`src/rtl/seg_scan_ctrl.sv`:
```
// Multi-channel 7-segment display scanner: rotates (or manually selects) an input
// channel, converts it to BCD with a sequential shift-and-add-3 engine and multiplexes the digits.
module seg_scan_ctrl #(
    parameter int NUM_CH   = 3,
    parameter int DATA_W   = 8,
    parameter int NUM_DIG  = 4,
    parameter int SCAN_DIV = 16384,
    parameter int DWELL    = 2**23,
    parameter int GAP      = 2**21
) (
    input  logic                     clk,
    input  logic                     rst,
    input  logic [NUM_CH*DATA_W-1:0] ch_data,
    input  logic                     mode,
    input  logic [2:0]               sel,
    input  logic                     lz_blank,
    output logic [6:0]               seg,
    output logic [7:0]               an,
    output logic [2:0]               cur_ch,
    output logic                     conv_busy
);
    // Eight BCD digits cover the widest input (2^26-1 has 8 decimal digits).
    localparam int          BCD_W      = 32;
    localparam logic [31:0] DWELL_LAST = 32'(DWELL - 1);
    localparam logic [31:0] GAP_LAST   = 32'(GAP - 1);
    localparam logic [31:0] SCAN_LAST  = 32'(SCAN_DIV - 1);
    localparam logic [2:0]  CH_LAST    = 3'(NUM_CH - 1);
    localparam logic [2:0]  DIG_LAST   = 3'(NUM_DIG - 1);
    localparam logic [4:0]  BIT_LAST   = 5'(DATA_W - 1);
    localparam logic [7:0]  HIGH_MASK  = 8'(~((1 << NUM_DIG) - 1));

    typedef enum logic {CH_SHOW, CH_GAP} ch_state_t;
    typedef enum logic [1:0] {CV_IDLE, CV_SHIFT, CV_LATCH} cv_state_t;

    ch_state_t               ch_state_reg, ch_state_next;
    logic [31:0]             ch_cnt_reg, ch_cnt_next;
    logic [2:0]              cur_ch_reg, cur_ch_next, sel_clamped;
    cv_state_t               cv_state_reg, cv_state_next;
    logic [DATA_W-1:0]       bin_reg, bin_next;
    logic [BCD_W-1:0]        bcd_reg, bcd_next, bcd_adj;
    logic [2:0]              tag_reg, tag_next;
    logic [4:0]              bit_cnt_reg, bit_cnt_next;
    logic [BCD_W-1:0]        disp_reg, disp_next;
    logic                    ovf_reg, ovf_next, valid_reg, valid_next;
    logic [31:0]             scan_cnt_reg, scan_cnt_next;
    logic [2:0]              dig_reg, dig_next;
    logic [6:0]              seg_reg, seg_next;
    logic [7:0]              an_reg, an_next;
    logic [DATA_W-1:0]       ch_arr [NUM_CH];
    logic [7:0]              bcd_nz, disp_nz;
    logic [BCD_W+DATA_W-1:0] shift_vec;
    logic [3:0]              cur_digit;

    generate
        for (genvar gi = 0; gi < NUM_CH; gi++) begin : g_ch
            assign ch_arr[gi] = ch_data[gi*DATA_W +: DATA_W];
        end
        for (genvar gi = 0; gi < 8; gi++) begin : g_bcd
            assign bcd_adj[gi*4 +: 4] = (bcd_reg[gi*4 +: 4] >= 4'd5) ? bcd_reg[gi*4 +: 4] + 4'd3
                                                                     : bcd_reg[gi*4 +: 4];
            assign bcd_nz[gi]  = |bcd_reg[gi*4 +: 4];
            assign disp_nz[gi] = |disp_reg[gi*4 +: 4];
        end
    endgenerate

    assign sel_clamped = ({1'b0, sel} >= 4'(NUM_CH)) ? CH_LAST : sel;

    function automatic logic [6:0] seg_decode(input logic [3:0] v);
        case (v)
            4'd0:    return 7'b1000000;
            4'd1:    return 7'b1111001;
            4'd2:    return 7'b0100100;
            4'd3:    return 7'b0110000;
            4'd4:    return 7'b0011001;
            4'd5:    return 7'b0010010;
            4'd6:    return 7'b0000010;
            4'd7:    return 7'b1111000;
            4'd8:    return 7'b0000000;
            4'd9:    return 7'b0010000;
            default: return 7'h7F;
        endcase
    endfunction

    // Manual mode parks the FSM in SHOW with a cleared dwell count, so returning
    // to auto mode naturally restarts a full dwell on the current channel.
    always_comb begin
        ch_state_next = ch_state_reg;
        ch_cnt_next   = ch_cnt_reg + 32'd1;
        cur_ch_next   = cur_ch_reg;
        if (mode) begin
            ch_state_next = CH_SHOW;
            ch_cnt_next   = '0;
            cur_ch_next   = sel_clamped;
        end else begin
            case (ch_state_reg)
                CH_SHOW: if (ch_cnt_reg == DWELL_LAST) begin
                    ch_state_next = CH_GAP;
                    ch_cnt_next   = '0;
                end
                CH_GAP: if (ch_cnt_reg == GAP_LAST) begin
                    ch_state_next = CH_SHOW;
                    ch_cnt_next   = '0;
                    cur_ch_next   = (cur_ch_reg == CH_LAST) ? 3'd0 : cur_ch_reg + 3'd1;
                end
                default: ch_state_next = CH_SHOW;
            endcase
        end
    end

    always_comb begin
        cv_state_next = cv_state_reg;
        bin_next      = bin_reg;
        bcd_next      = bcd_reg;
        tag_next      = tag_reg;
        bit_cnt_next  = bit_cnt_reg;
        disp_next     = disp_reg;
        ovf_next      = ovf_reg;
        valid_next    = valid_reg;
        shift_vec     = {bcd_adj, bin_reg} << 1;
        case (cv_state_reg)
            CV_IDLE: begin
                bin_next      = ch_arr[cur_ch_reg];
                bcd_next      = '0;
                tag_next      = cur_ch_reg;
                bit_cnt_next  = '0;
                cv_state_next = CV_SHIFT;
            end
            CV_SHIFT: begin
                bcd_next = shift_vec[BCD_W+DATA_W-1 -: BCD_W];
                bin_next = shift_vec[DATA_W-1:0];
                if (bit_cnt_reg == BIT_LAST) cv_state_next = CV_LATCH;
                else                         bit_cnt_next  = bit_cnt_reg + 5'd1;
            end
            CV_LATCH: begin
                // A result for a channel no longer shown is stale; drop it.
                if (tag_reg == cur_ch_reg) begin
                    disp_next  = bcd_reg;
                    ovf_next   = |(bcd_nz & HIGH_MASK);
                    valid_next = 1'b1;
                end
                cv_state_next = CV_IDLE;
            end
            default: cv_state_next = CV_IDLE;
        endcase
    end

    always_comb begin
        scan_cnt_next = scan_cnt_reg + 32'd1;
        dig_next      = dig_reg;
        if (scan_cnt_reg == SCAN_LAST) begin
            scan_cnt_next = '0;
            dig_next      = (dig_reg == DIG_LAST) ? 3'd0 : dig_reg + 3'd1;
        end
    end

    always_comb begin
        seg_next  = 7'h7F;
        an_next   = 8'hFF;
        cur_digit = disp_reg[{dig_reg, 2'b00} +: 4];
        if (ch_state_reg == CH_SHOW && valid_reg) begin
            an_next = ~(8'd1 << dig_reg);
            if (ovf_reg)
                seg_next = 7'b0111111;
            else if (lz_blank && dig_reg != 3'd0 && (disp_nz >> dig_reg) == 8'd0)
                seg_next = 7'h7F;
            else
                seg_next = seg_decode(cur_digit);
        end
    end

    always_ff @(posedge clk or posedge rst) begin
        if (rst) begin
            ch_state_reg <= CH_SHOW;
            ch_cnt_reg   <= '0;
            cur_ch_reg   <= '0;
            cv_state_reg <= CV_IDLE;
            bin_reg      <= '0;
            bcd_reg      <= '0;
            tag_reg      <= '0;
            bit_cnt_reg  <= '0;
            disp_reg     <= '0;
            ovf_reg      <= 1'b0;
            valid_reg    <= 1'b0;
            scan_cnt_reg <= '0;
            dig_reg      <= '0;
            seg_reg      <= 7'h7F;
            an_reg       <= 8'hFF;
        end else begin
            ch_state_reg <= ch_state_next;
            ch_cnt_reg   <= ch_cnt_next;
            cur_ch_reg   <= cur_ch_next;
            cv_state_reg <= cv_state_next;
            bin_reg      <= bin_next;
            bcd_reg      <= bcd_next;
            tag_reg      <= tag_next;
            bit_cnt_reg  <= bit_cnt_next;
            disp_reg     <= disp_next;
            ovf_reg      <= ovf_next;
            valid_reg    <= valid_next;
            scan_cnt_reg <= scan_cnt_next;
            dig_reg      <= dig_next;
            seg_reg      <= seg_next;
            an_reg       <= an_next;
        end
    end

    assign seg       = seg_reg;
    assign an        = an_reg;
    assign cur_ch    = cur_ch_reg;
    assign conv_busy = (cv_state_reg != CV_IDLE);
endmodule

```
`config.mk`:
```
export PLATFORM = sky130hd
export DESIGN_NAME = seg_scan_ctrl
export DESIGN_NICKNAME = d
export VERILOG_FILES = /design/src/rtl/seg_scan_ctrl.sv
export SDC_FILE = /design/constraint.sdc
export NUM_CORES = 1
export LEC_CHECK = 0
export ABC_AREA = 1
export CORE_ASPECT_RATIO = 0.5
export CORE_MARGIN = 2
export CORE_UTILIZATION = 40
export CTS_BUF_LIST = sky130_fd_sc_hd__clkbuf_4 sky130_fd_sc_hd__clkbuf_8 sky130_fd_sc_hd__clkbuf_16
export CTS_CLUSTER_SIZE = 8
export DETAILED_ROUTE_END_ITERATION = 6
export DONT_BUFFER_PORTS = 1
export PLACE_DENSITY = 0.61
export SETUP_SLACK_MARGIN = 0.4
export SLEW_MARGIN = 25
export SYNTH_ARGS = -nofsm -noshare
export SYNTH_HDL_FRONTEND = slang
export SYNTH_SLANG_ARGS = --single-unit
```
`constraint.sdc`:
```
create_clock -name clk -period 9.9 [get_ports clk]
set_input_delay 1.98 -clock clk [delete_from_list [all_inputs] [get_ports clk]]
set_output_delay 1.98 -clock clk [all_outputs]
set_load 0.05 [all_outputs]
```
After elaboration in Yosys (flattened, before gate mapping)
Memory sizes are Yosys's and may differ from the RTL's.
Cells that the tools add are included.
{ "classes": {"bitwise_logic": 3, "reduce_logical": 22, "magnitude_cmp": 10, "n_eq_ne": 11, "shifts": 3, "add_sub_neg": 13, "mux": 36} }
{ "op_table": {"columns": ["operator", "count"], "rows": [
  ["$mux 32", 4],
  ["$pmux 32 s2", 2],
  ["$add 32x1->32 const B", 2],
  ["$ge 4x3->1 const B", 9],
  ["$eq 32x14->1 const B", 1],
  ["$eq 32x21->1 const B", 1],
  ["$eq 32x23->1 const B", 1],
  ["$reduce_or 4->1", 8],
  ["$shiftx 32x6->4", 1],
  ["$add 4x2->4 const B", 7],
  ["$mux 4", 7],
  ["$mux 8", 3],
  ["$mux 3", 7],
  ["$mux 7", 3],
  ["$bmux 8 s2", 1],
  ["$pmux 8 s2", 1],
  ["$reduce_or 16->1", 1],
  ["$pmux 5 s2", 1],
  ["$logic_not 8->1", 1],
  ["$not 8->8", 1],
  ["$reduce_bool 2->1", 4],
  ["$shl 1x3->8 const A", 1],
  ["$shr 8x3->8", 1],
  ["$add 3x1->3 const B", 2],
  ["20 further kinds", 28]
]} }
{ "totals": {"rom_bits": 112, "memories": 1, "out_inout_bits": 19, "reg_bits": 170, "input_bits": 31} }
{ "mem_list": {"columns": ["name", "words", "width", "read_ports", "rd_ports_with_merged_regs", "wr", "line_no", "text"], "rows": [
  ["(name not given)", 16, 7, 1, 0, 0, "69", "case (v)"]
]} }

Depth between registers and ports, before layout
Gate-level depths: netlist of the first run.
{ "depth": {"word_depth": 7, "ltp_mapped": 15, "ltp_nobuf": 13} }

Least setup slack after synthesis of the first run
No wires, ideal clock.
{ "synth_timing": {"path_kind": "reg2out", "start": "reg cv_state_reg[1]", "end": "out conv_busy", "t_arrival_ns": 1.099, "slack_ns": 6.821, "path_buffers": 2, "stages_incl_launch_ff": 5, "path_cell_list": "dfrtp_1 buf_2 nor2_1 inv_1 buf_2"} }
{ "synth_via": {"elab_chain_len": 1} }
{ "synth_lines": {"columns": ["item", "line_no", "text"], "rows": [
  ["from (decl)", "38", "cv_state_t cv_state_reg, cv_state_next;"],
  ["from (signal assigned)", "192", "cv_state_reg <= cv_state_next;"],
  ["$reduce_bool 2->1", "210", "assign conv_busy = (cv_state_reg != CV_IDLE);"],
  ["to (decl)", "20", "output logic conv_busy"]
]} }
No other way between the ends.

Final worst setup path of the first run
Ends and elaborated chain as after synthesis.

==> results of run 1 <==
==> final timing paths <==
kind / from / endpoint / slack [ns]
max: cv_state_reg[1] / conv_busy / 6.08
min: valid_reg / valid_reg / 0.45
max reg2reg: cur_ch[0] / ovf_reg / 7.11
min reg2reg: valid_reg / valid_reg / 0.45
max in group asynchronous: rst / disp_reg[7] / 7.07
min in group asynchronous: rst / scan_cnt_reg[29] / 1.53
==> power groups by stage <==
| stage | combinational, W | sequential, W | clock (W) |
|---|---|---|---|
| floorplan | 0.000236 | 0.000856 | 0 |
| global placement | 0.000274 | 0.000872 | 0 |
| detailed placement | 0.000281 | 0.000874 | 0 |
| CTS | 0.000283 | 0.000861 | 0.000690 |
| global route | 0.000336 | 0.000869 | 0.000720 |
| finish | 0.000281 | 0.000861 | 0.000668 |
==> metal layers <==
layer	vias to the layer above	global-route usage
met4	0	0.0698
li1	3703	-
met1	3499	0.250
met5	-	0
met2	133	0.287
met3	28	0.0399
==> Yosys cell counts <==
library cell and number:
a21oi_1 31, a21oi_2 1, a22oi_1 2, a31oi_1 5, buf_12 1, buf_2 9
buf_4 2, buf_6 7, clkbuf_1 11, clkinv_1 2, dfrtp_1 155, dfstp_2 15
ha_1 32, inv_1 166, inv_2 2, nand2_1 236, nand2_2 2, nand2_4 1
nand3_1 69, nand3_2 1, nand4_1 19, nor2_1 139, nor2_2 14, nor2_4 2
nor3_1 34, nor3_2 1, nor3_4 1, nor3b_1 2, nor4_1 1, o211ai_1 12
o21a_1 1, o21ai_0 86, o21ai_1 1, o21bai_1 1, o22ai_1 15, o31ai_1 1
o32ai_1 7, o41ai_1 8, xnor2_1 11, xor2_1 50
==> cell families (layout without fill, tap and decap cells) <==
family / Yosys count / count (layout) / synth area share
fa+ha+maj: 32 / 32 / 0.0432
xor+xnor: 61 / 61 / 0.0577
simple gates: 522 / 522 / 0.241
compound gates: 171 / 171 / 0.106
flops: 170 / 170 / 0.461
buf+inv: 200 / 204 / 0.0905
==> through the flow <==
stage / util / power [W] / setup WS, ns / hold slack [ns]
6_report: 0.442 / 0.00181 / 6.08 / 0.451
5_1_grt: 0.442 / 0.00192 / 5.95 / 0.501
2_1_floorplan: - / 0.00109 / 3.34 / 0.422
3_5_place_dp: 0.416 / 0.00116 / 6.30 / 0.438
4_1_cts: 0.441 / 0.00183 / 6.08 / 0.455
3_3_place_gp: 0.416 / 0.00115 / 6.33 / 0.434
==> tightest hold or removal path, cell delays in order, from the launching register on <==
cell     delay (ns)
dfrtp_1        0.32
inv_1          0.04
nand2_1        0.05
==> final cells by class <==
type                            count  area (µm²)
Tap cell                          307         384
Sequential cell                   170        4270
Fill cell                        2295       12700
Multi-Input combinational cell    786        4150
Clock buffer                       18         439
Timing Repair Buffer                3        22.5
Clock inverter                     13         145
Inverter                          170         646
==> impl_results.md, run 1 <==
* Final number of hold-violating endpoints at 0
* Met3 WL at 650 µm
* Crit-path leading delay family: buffers and inverters
* Hold crit path type: flip-flop to flip-flop
* CTS Buffer Depth at 2
* Die W at 219 µm
* Crit path largest cell delay at 0.66 ns
* 1st-iter DRT viols at 614
* Pin count of the biggest net entering global routing at 110
* Final setup viols at 0
* Register bit total from synthesis at 170
* WP data required at 7.92 ns
* WL/cell at 14.0 µm
* Final GP Congestion at 0.846
* Worst Tran Pin Value at 1.02 ns
* Most common cell after layout, fill and taps aside: nand2_1
* Post-Route WL at 20500 µm
* Top Layer Used: met4
* Power per Cell Area at 180 mW/mm²
* Met1 Wirelength at 10200 µm
* Largest area contributor in the netlist: dfrtp_1
* Clk root buf: clkbuf_16
* Clk sinks at 170
* Layout cells sized above 1 at 0.0655
* Final Non-Filler Cells at 1467
* Ant diodes at 0
* GR Util All Layers at 0.183
* Synth top area cells: dfrtp_1, nand2_1, inv_1
* Net switching power at 0.000576 W
* Number of synthesis warnings at 0
* Final period util at 0.386
* Hold Path Depth at 2
* Final nets at 1211
* Crit path DAT at 1.84 ns
* RSZ-0062 raised after global routing: false
* Core area at 0.0228 mm²
* Max Fclk at 262 MHz
* Core Rows at 39
* Crit Path Class: flip-flop to primary output
* Sum Neg Setup Slack at 0 ns
* Most frequent cells in the layout: nand2_1, inv_1, dfrtp_1
* IO Pins at 50
* CP Depth at 2
* Max Cap Viol at 0
* Placed cells at 1436
* Nature of the critical path endpoint: primary output
* Netlist cell types at 40
* Share of power burned in registers at 0.476
* Max_slew headroom at 0.321
* Met2 Routed Length at 9230 µm
* Layout area overhead at 8.65%
* CP max stage cell: inv_1
* CTS buffer count at 17
* DP Area at 0.00948 mm²
* Total grt overflow at 0
* P_int at 0.00123 W
* WP buf/inv at 1
* Reg2Reg Depth at 7
* PostCTS Resize Cnt at 0
* CP Cell Sequence: nor2_1, inv_1
* ANT nets after route at 0
* Number of global-route vias before repair at 7329
* Yosys top cell area share at 0.419
* CP Launch Type: flip-flop
* Mapped Avg Cell Area at 8.01 µm²
* Skew-Pair Late Insertion Delay at 0.44 ns
* Die ar. at 0.0245 mm²
* Seq/Total Area, Yosys at 0.461
* Peak VDD IR at 137 µV
* Initial Util at 0.406
* Vias post-DR at 7363
* Lkg Pwr at 4.57 nW
* DRC Markers at 0
* Clock Power Share at 0.369
* H-tree lvl count at 4
* Initial antenna violation count at 0
* Syn Nets at 1219
* CTS tree: built
* Fin. max-slew vios at 0
* Syn Inst Count at 1156
* Die height at 112 µm
* Hpwl dp at 14700 µm
* Clk_skew at 0.00743 ns
* Port Buffers at 0
* Mapped cell area at 0.00926 mm²
* CTS clk-pin slew, worst paths at 0.06 ns
* Status: finished clean
* Fin area at 0.0101 mm²
* Comb pwr share at 0.155
* Shortest period the worst path allows at 3.82 ns
* First-pass GRT wire length at 35700 µm
* Post-CTS Hold Buffers at 0
* Sw Share at 0.318
* Crit Path Max Fanout at 16
* First-pass DRT Iterations at 5
* Via density per instance at 5.02
* Setup repair bufs after CTS at 0
No activity file was read; power rests on OpenSTA's default activity.
==> inputs of run 2 (changes only) <==
==> constraint.sdc (replaced) <==
create_clock -name clk -period 3.99 [get_ports clk]
set_input_delay 0.798 -clock clk [delete_from_list [all_inputs] [get_ports clk]]
set_output_delay 0.798 -clock clk [all_outputs]
set_load 0.05 [all_outputs]
==> run 2 against run 1 <==
Against the previous run: final cell count rose by 0.20%; global-route usage fell by 0.71 points; highest routed layer unchanged; die area did not move; first-iteration DRC count fell by 8.0%; critical path type unchanged; cell area rose by 0.37%; via count rose by 0.41%; sequential power rose by 150%; setup slack got worse by 4.8 ns.
==> impl_results.md, run 2 (synthesis gave the netlist of run 1 again) <==
* Status: finished clean
* PostCTS Resize Cnt at 0
* Crit path DAT at 1.90 ns
* Setup repair bufs after CTS at 0
* Sum Neg Setup Slack at 0 ns
* CP Launch Type: flip-flop
* GR Util met1 at 0.241
* Number of global-route vias before repair at 7208
* Peak VDD IR at 310 µV
* First-pass GRT wire length at 34700 µm
* Clk_skew at 0.0123 ns
* CP max stage cell: inv_1
* Reg area at 0.00427 mm²
* WL/cell at 13.8 µm
* Max_slew headroom at 0.358
* Layout cells sized above 1 at 0.0679
* CTS Buffer Depth at 2
* P_int at 0.00309 W
* Most frequent cells in the layout: nand2_1, inv_1, dfrtp_1
* Layout fillers at 2221
* Vias post-DR at 7393
* Final number of hold-violating endpoints at 0
* Power per Cell Area at 446 mW/mm²
* Worst Tran Pin Value at 0.963 ns
* Hold crit path type: input pin to asynchronous set/reset pin
* Global route hottest layer: met2
* Layout area overhead at 9.05%
* Clk sinks at 170
* RSZ-0062 raised after global routing: false
* Port Buffers at 0
* Die W at 219 µm
* WP buf/inv at 1
* R2r setup slk at 1.62 ns
* Clk root buf: clkbuf_16
* Crit path largest cell delay at 0.67 ns
* Overall Power at 0.00450 W
* CP startpoint: cv_state_reg[1]
* Fin. max-slew vios at 0
* WP data required at 3.19 ns
* Max Fclk at 370 MHz
* H-tree lvl count at 4
* GR Util All Layers at 0.176
* Net switching power at 0.00141 W
* DRC Markers at 0
* Core area at 0.0228 mm²
* Worst reg2reg startpoint: dig_reg[0]
* Comb pwr share at 0.158
* First-pass DRT Iterations at 5
* Clock Power Share at 0.371
* Final GP Congestion at 0.901
* Sw Share at 0.313
* Crit Path Max Fanout at 16
* IO Pins at 50
* Ant diodes at 0
* Post-Route WL at 20300 µm
* Core Rows at 39
* Die height at 112 µm
* Final setup viols at 0
* Initial antenna violation count at 0
* Met2 usage at 0.273
* Footprint of the multi-input gates at 0.00416 mm²
* Total grt overflow at 0
* Share of power burned in registers at 0.472
* Crit Path Class: flip-flop to primary output
* Skew-Pair Late Insertion Delay at 0.44 ns
* Via density per instance at 5.03
* Shortest period the worst path allows at 2.70 ns
* Post-CTS Hold Buffers at 0
* Final nets at 1214
* Met3 Resource Use GR at 0.0456
* Die ar. at 0.0245 mm²
* Lkg Pwr at 4.61 nW
* Nature of the critical path endpoint: primary output
* ANT nets after route at 0
* 1st-iter DRT viols at 565
* Final period util at 0.677
* CTS clk-pin slew, worst paths at 0.07 ns
* CTS buffer count at 17
* Hpwl dp at 14500 µm
* Initial Util at 0.406
* Pin count of the biggest net entering global routing at 99
* Max Cap Viol at 0
* CTS tree: built
* Crit-path leading delay family: buffers and inverters
* Most common cell after layout, fill and taps aside: nand2_1
* CP Cell Sequence: nor2_1, inv_1
-- run 2: path summary, 6_finish.rpt --
| kind | depth (start not counted) | endpoint |
|---|---|---|
| max in group asynchronous | 2 | ch_cnt_reg[18] |
| min in group clk | 1 | ch_cnt_reg[12] |
| setup / recovery | 2 | conv_busy |
| hold / removal | 1 | bcd_reg[1] |
| hold reg to reg | 2 | valid_reg |
| setup reg to reg | 13 | seg[6] |
-- run 2: final cells by class --
| type | count | area share |
|---|---|---|
| inverter | 170 | 0.0635 |
| clock inverter | 10 | 0.0116 |
| multi-input combinational | 786 | 0.412 |
| tap | 307 | 0.0380 |
| sequential | 170 | 0.423 |
| clock buffer | 21 | 0.0463 |
| timing repair buffer | 6 | 0.00570 |
-- run 2: routing by layer --
metal	vias to the layer above	wire (µm)
li1	3697	-
met1	3546	10100
met2	133	9170
met3	17	880
met4	0	185
met5	-	0
-- run 2: power groups by stage --
stage                     Combinational [W]  Clock, W  Sequential (W)
after floorplan                    0.000586         0         0.00212
after global placement             0.000691         0         0.00216
after detailed placement           0.000710         0         0.00216
after CTS                          0.000716   0.00170         0.00212
after global routing               0.000832   0.00178         0.00214
final                              0.000709   0.00167         0.00212
-- run 2: stage by stage --
step	hold slack, ns	area, µm²	setup slack [ns]	instances	util
after floorplan	0.422	9270	1.04	1156	-
after global placement	0.435	9510	1.46	1439	0.417
after detailed placement	0.447	9510	1.40	1439	0.417
after CTS	0.288	10100	1.26	1470	0.443
after global routing	0.309	10100	1.14	1470	0.443
final	0.286	10100	1.29	1470	0.443
==> inputs of run 3 (changes only) <==
==> constraint.sdc (replaced) <==
create_clock -name clk -period 2.6 [get_ports clk]
set_input_delay 0.52 -clock clk [delete_from_list [all_inputs] [get_ports clk]]
set_output_delay 0.52 -clock clk [all_outputs]
set_load 0.05 [all_outputs]
==> run 3 against run 2 <==
Against the previous run: core utilization up 0.68 points; non-clock buffer count up 12; cell area up 1.5%; total power up 58%; via count up 1.1%; global-route usage up 0.35 points; setup slack worse by 0.73 ns; combinational power up 61%; wire length about the same; sequential share of layout area down 0.61 points; critical path depth up 1; worst hold slack worse by 0.16 ns; critical path type unchanged; largest cell class unchanged; largest power group unchanged.
==> impl_results.md, run 3 (synthesis gave the netlist of run 1 again) <==
* Max_slew headroom at 0.640
* Net switching power at 0.00224 W
* Hold Path Depth at 1
* Final Util at 0.450
* Crit path DAT at 1.52 ns
* Clk sinks at 170
* Final hold slack at 0.130 ns
* RSZ-0062 raised after global routing: false
* Peak VDD IR at 473 µV
* Layout cells sized above 1 at 0.0799
* Comb pwr share at 0.160
* WL/cell at 13.7 µm
* Hpwl dp at 14800 µm
* Final period util at 0.786
* Total grt overflow at 0
* CTS Buffer Depth at 2
* Post-Route WL at 20300 µm
* Via density per instance at 5.04
* Hold crit path type: input pin to flip-flop
* Reg2Reg Depth at 6
* CTS clk-pin slew, worst paths at 0.07 ns
* Die ar. at 0.0245 mm²
* Layout area overhead at 10.7%
* P_int at 0.00488 W
* Final number of hold-violating endpoints at 0
* Max Cap Viol at 0
* Skew-Pair Late Insertion Delay at 0.45 ns
* Fin. max-slew vios at 0
* GR Util All Layers at 0.180
* Most frequent cells in the layout: nand2_1, inv_1, dfrtp_1
* H-tree lvl count at 4
* Number of global-route vias before repair at 7271
* ANT nets after route at 0
* WP data required at 2.08 ns
* Crit Path Class: flip-flop to primary output
* First-pass GRT wire length at 35100 µm
* Final GP Congestion at 0.897
* Nature of the critical path endpoint: primary output
* Share of power burned in registers at 0.454
* Vias post-DR at 7474
* DRC Markers at 0
* Final nets at 1226
* Clk_skew at 0.00927 ns
* Core area at 0.0228 mm²
* IO Pins at 50
* Ant diodes at 0
* Clk root buf: clkbuf_16
* Final setup viols at 0
* Status: finished clean
* First-pass DRT Iterations at 6
* Initial Util at 0.406
* Power per Cell Area at 694 mW/mm²
* Die height at 112 µm
* Shortest period the worst path allows at 2.04 ns
* CTS buffer count at 17
* Most common cell after layout, fill and taps aside: nand2_1
* Worst Tran Pin Value at 0.537 ns
* CP Launch Type: flip-flop
* Sw Share at 0.315
* CTS tree: built
* Setup repair bufs after CTS at 0
* Initial antenna violation count at 0
* Pin count of the biggest net entering global routing at 78
* Lkg Pwr at 4.67 nW
* Clock Power Share at 0.386
* Core Rows at 39
* Crit Path Max Fanout at 11
* Die W at 219 µm
* Max Fclk at 490 MHz
* 1st-iter DRT viols at 626
* Port Buffers at 0
-- run 3: repair_timing --
item | CTS | global route
hold buffers | 1 | 0
hold endpoints to repair | 13 | 0
pin swaps | 0 | 1
endpoints found under the setup margin | 1 | 9
resized for setup | 1 | 2
-- run 3: per-layer routing --
| metal | wire (µm) | vias to the layer above | GRT usage |
|---|---|---|---|
| met1 | 10000 | 3579 | 0.249 |
| li1 | - | 3745 | - |
| met2 | 9040 | 123 | 0.275 |
| met4 | 335 | 0 | 0.0586 |
| met3 | 884 | 27 | 0.0481 |
| met5 | 0 | - | 0 |
-- run 3: power groups by stage --
stage	registers, W	logic [W]	clock network, W
after global routing	0.00326	0.00134	0.00292
final	0.00323	0.00114	0.00275
after CTS	0.00324	0.00115	0.00282
after global placement	0.00328	0.00111	0
after detailed placement	0.00328	0.00114	0
after floorplan	0.00326	0.000899	0
-- run 3: worst max-delay path: stages (launching register included) --
cell	delay (ns)
dfrtp_2	0.49
nor2_2	0.19
inv_1	0.15
buf_4	0.25
-- run 3: final cells by class --
| cell class | instances | area [µm²] |
|---|---|---|
| Sequential cell | 170 | 4280 |
| Clock buffer | 19 | 453 |
| Multi-Input combinational cell | 786 | 4160 |
| Timing Repair Buffer | 18 | 163 |
| Inverter | 170 | 642 |
| Fill cell | 2215 | 12500 |
| Clock inverter | 13 | 181 |
| Tap cell | 307 | 384 |
-- run 3: final timing paths --
check	from	endpoint	slack [ns]
min in group asynchronous	rst	scan_cnt_reg[13]	0.57
max in group asynchronous	rst	disp_reg[29]	1.29
max	cv_state_reg[0]	conv_busy	0.56
min reg2reg	valid_reg	valid_reg	0.46
min	mode	ch_cnt_reg[10]	0.13
max reg2reg	dig_reg[2]	seg[3]	0.67
-- run 3: stage by stage --
step,area [µm²],worst slack (ns),TNS [ns],total power (W),instances
global route,10300,0.440,0,0.00752,1483
detailed placement,9610,0.563,0,0.00442,1450
global placement,9610,0.597,0,0.00439,1450
floorplan,9270,-0.0765,-11.85,0.00416,1156
finish,10300,0.557,0,0.00712,1483
CTS,10300,0.463,0,0.00721,1483
==> patch, RTL diff (config.mk and constraints of run 3) <==
Encoding of `cv_state_t`: now one-hot (3 bits for 3 states).
--- a/src/rtl/seg_scan_ctrl.sv
+++ b/src/rtl/seg_scan_ctrl.sv
@@ -30,7 +30,7 @@
     localparam logic [7:0]  HIGH_MASK  = 8'(~((1 << NUM_DIG) - 1));
 
     typedef enum logic {CH_SHOW, CH_GAP} ch_state_t;
-    typedef enum logic [1:0] {CV_IDLE, CV_SHIFT, CV_LATCH} cv_state_t;
+    typedef enum logic [2:0] {CV_IDLE = 3'b001, CV_SHIFT = 3'b010, CV_LATCH = 3'b100} cv_state_t;
 
     ch_state_t               ch_state_reg, ch_state_next;
     logic [31:0]             ch_cnt_reg, ch_cnt_next;
Behaviour: no difference found for any inputs over 10 cycles, from zero or initial values and one cycle with rst high; not proved beyond that.
==> patch against run 3 <==
  * Setup slack better by 39 ps
  * Synthesized area about the same
  * Core utilization up 0.50 points
  * Sequential cell count up 1
  * Final cell count up 1.2%
  * Largest cell class unchanged
  * Power up 0.10%
  * Sequential power up 2%
  * Routed wire length up 3.4%
  * Cell area up 1.1%
  * Clock skew down 0.78 ps
==> patch: results (changes against run 3) <==
RUN STATUS
--------------------------------------------------------------------------------------
Run status .............................................................. finished clean   unchanged

POWER
--------------------------------------------------------------------------------------
Reported sequential group power .........................................      3.29 mW   was 3.23 mW
Static power due to leakage .............................................      4.81 nW   was 4.67 nW
Switching portion of total power ........................................        0.290   was 0.315

SETUP PATH
--------------------------------------------------------------------------------------
CP peak stage delay .....................................................       550 ps   was 490 ps
Startpoint of the lowest-slack register-to-register path ................   dig_reg[0]   was dig_reg[2]
Worst R2R Setup Slack ...................................................       640 ps   was 670 ps

ROUTE
--------------------------------------------------------------------------------------
Detailed Route Iter0 Violations .........................................          686   was 626
Number of vias after detailed routing ...................................         7554   was 7474

LAYOUT
--------------------------------------------------------------------------------------
Fraction of area in multi-input gates ...................................        0.408   was 0.405
Number of non-clock buffers .............................................           17   was 18
Area taken by flip-flops and latches ....................................    4300 um^2   was 4280 um^2
Layout fillers ..........................................................         2155   was 2215
Number of ordinary inverters in the final layout ........................          166   was 170
Fraction of layout instances using a drive strength above 1 .............       0.0695   was 0.0799
Portion of the layout cell area used by clock cells .....................       0.0626   was 0.0619

PLACEMENT
--------------------------------------------------------------------------------------
Cells after DPL .........................................................         1470   was 1450

YOSYS
--------------------------------------------------------------------------------------
XOR/XNOR share of the synthesized area ..................................       0.0576   was 0.0577
Cells taking the most area after synthesis .............................. sky130_fd_sc_hd__dfrtp_1, sky130_fd_sc_hd__nand2_1, sky130_fd_sc_hd__inv_1, sky130_fd_sc_hd__nor2_1, sky130_fd_sc_hd__o21ai_0   was sky130_fd_sc_hd__dfrtp_1, sky130_fd_sc_hd__nand2_1, sky130_fd_sc_hd__inv_1, sky130_fd_sc_hd__nor2_1, sky130_fd_sc_hd__xor2_1
Most frequent cells after synthesis ..................................... sky130_fd_sc_hd__nand2_1, sky130_fd_sc_hd__inv_1, sky130_fd_sc_hd__dfrtp_1   unchanged
Number of distinct standard cells referenced by the synthesized netlist .           39   was 40

TIMING
--------------------------------------------------------------------------------------
Remaining max-slew budget at the tightest pin ...........................        0.554   was 0.640

GLOBAL ROUTING
--------------------------------------------------------------------------------------
Via count of the first global-routing pass ..............................         7407   was 7271
GRT Total Usage .........................................................        0.185   was 0.180

CLOCK NETWORK
--------------------------------------------------------------------------------------
Hold bufs inserted after CTS ............................................            0   was 1

patch: per-layer routing:
layer	global-route usage	wire [um]	vias to the layer above	part of all wire
met3	0.0418	829	31	0.040
li1	-	-	3805	-
met4	0.0635	350	0	0.017
met5	0	0	-	0
met2	0.290	9540	155	0.45
met1	0.253	10300	3563	0.49
patch: stage by stage:
| stage | cell area (um^2) | utilization | total power, mW | setup WS, ps | hold slack, ps |
|---|---|---|---|---|---|
| 6_report | 10400 | 0.455 | 7.12 | 596 | 15.3 |
| 5_1_grt | 10400 | 0.455 | 7.51 | 428 | 45.4 |
| 4_1_cts | 10400 | 0.455 | 7.20 | 433 | 15.1 |
| 3_5_place_dp | 9710 | 0.426 | 4.38 | 587 | 440 |
| 3_3_place_gp | 9710 | 0.426 | 4.35 | 613 | 438 |
| 2_1_floorplan | 9270 | - | 4.10 | -89.6 | 423 |
patch: timing repair:
action | 4_1_cts | 5_1_grt
gates resized for setup | 0 | 4
endpoints found under the setup margin | 0 | 7
setup buffers | 0 | 0
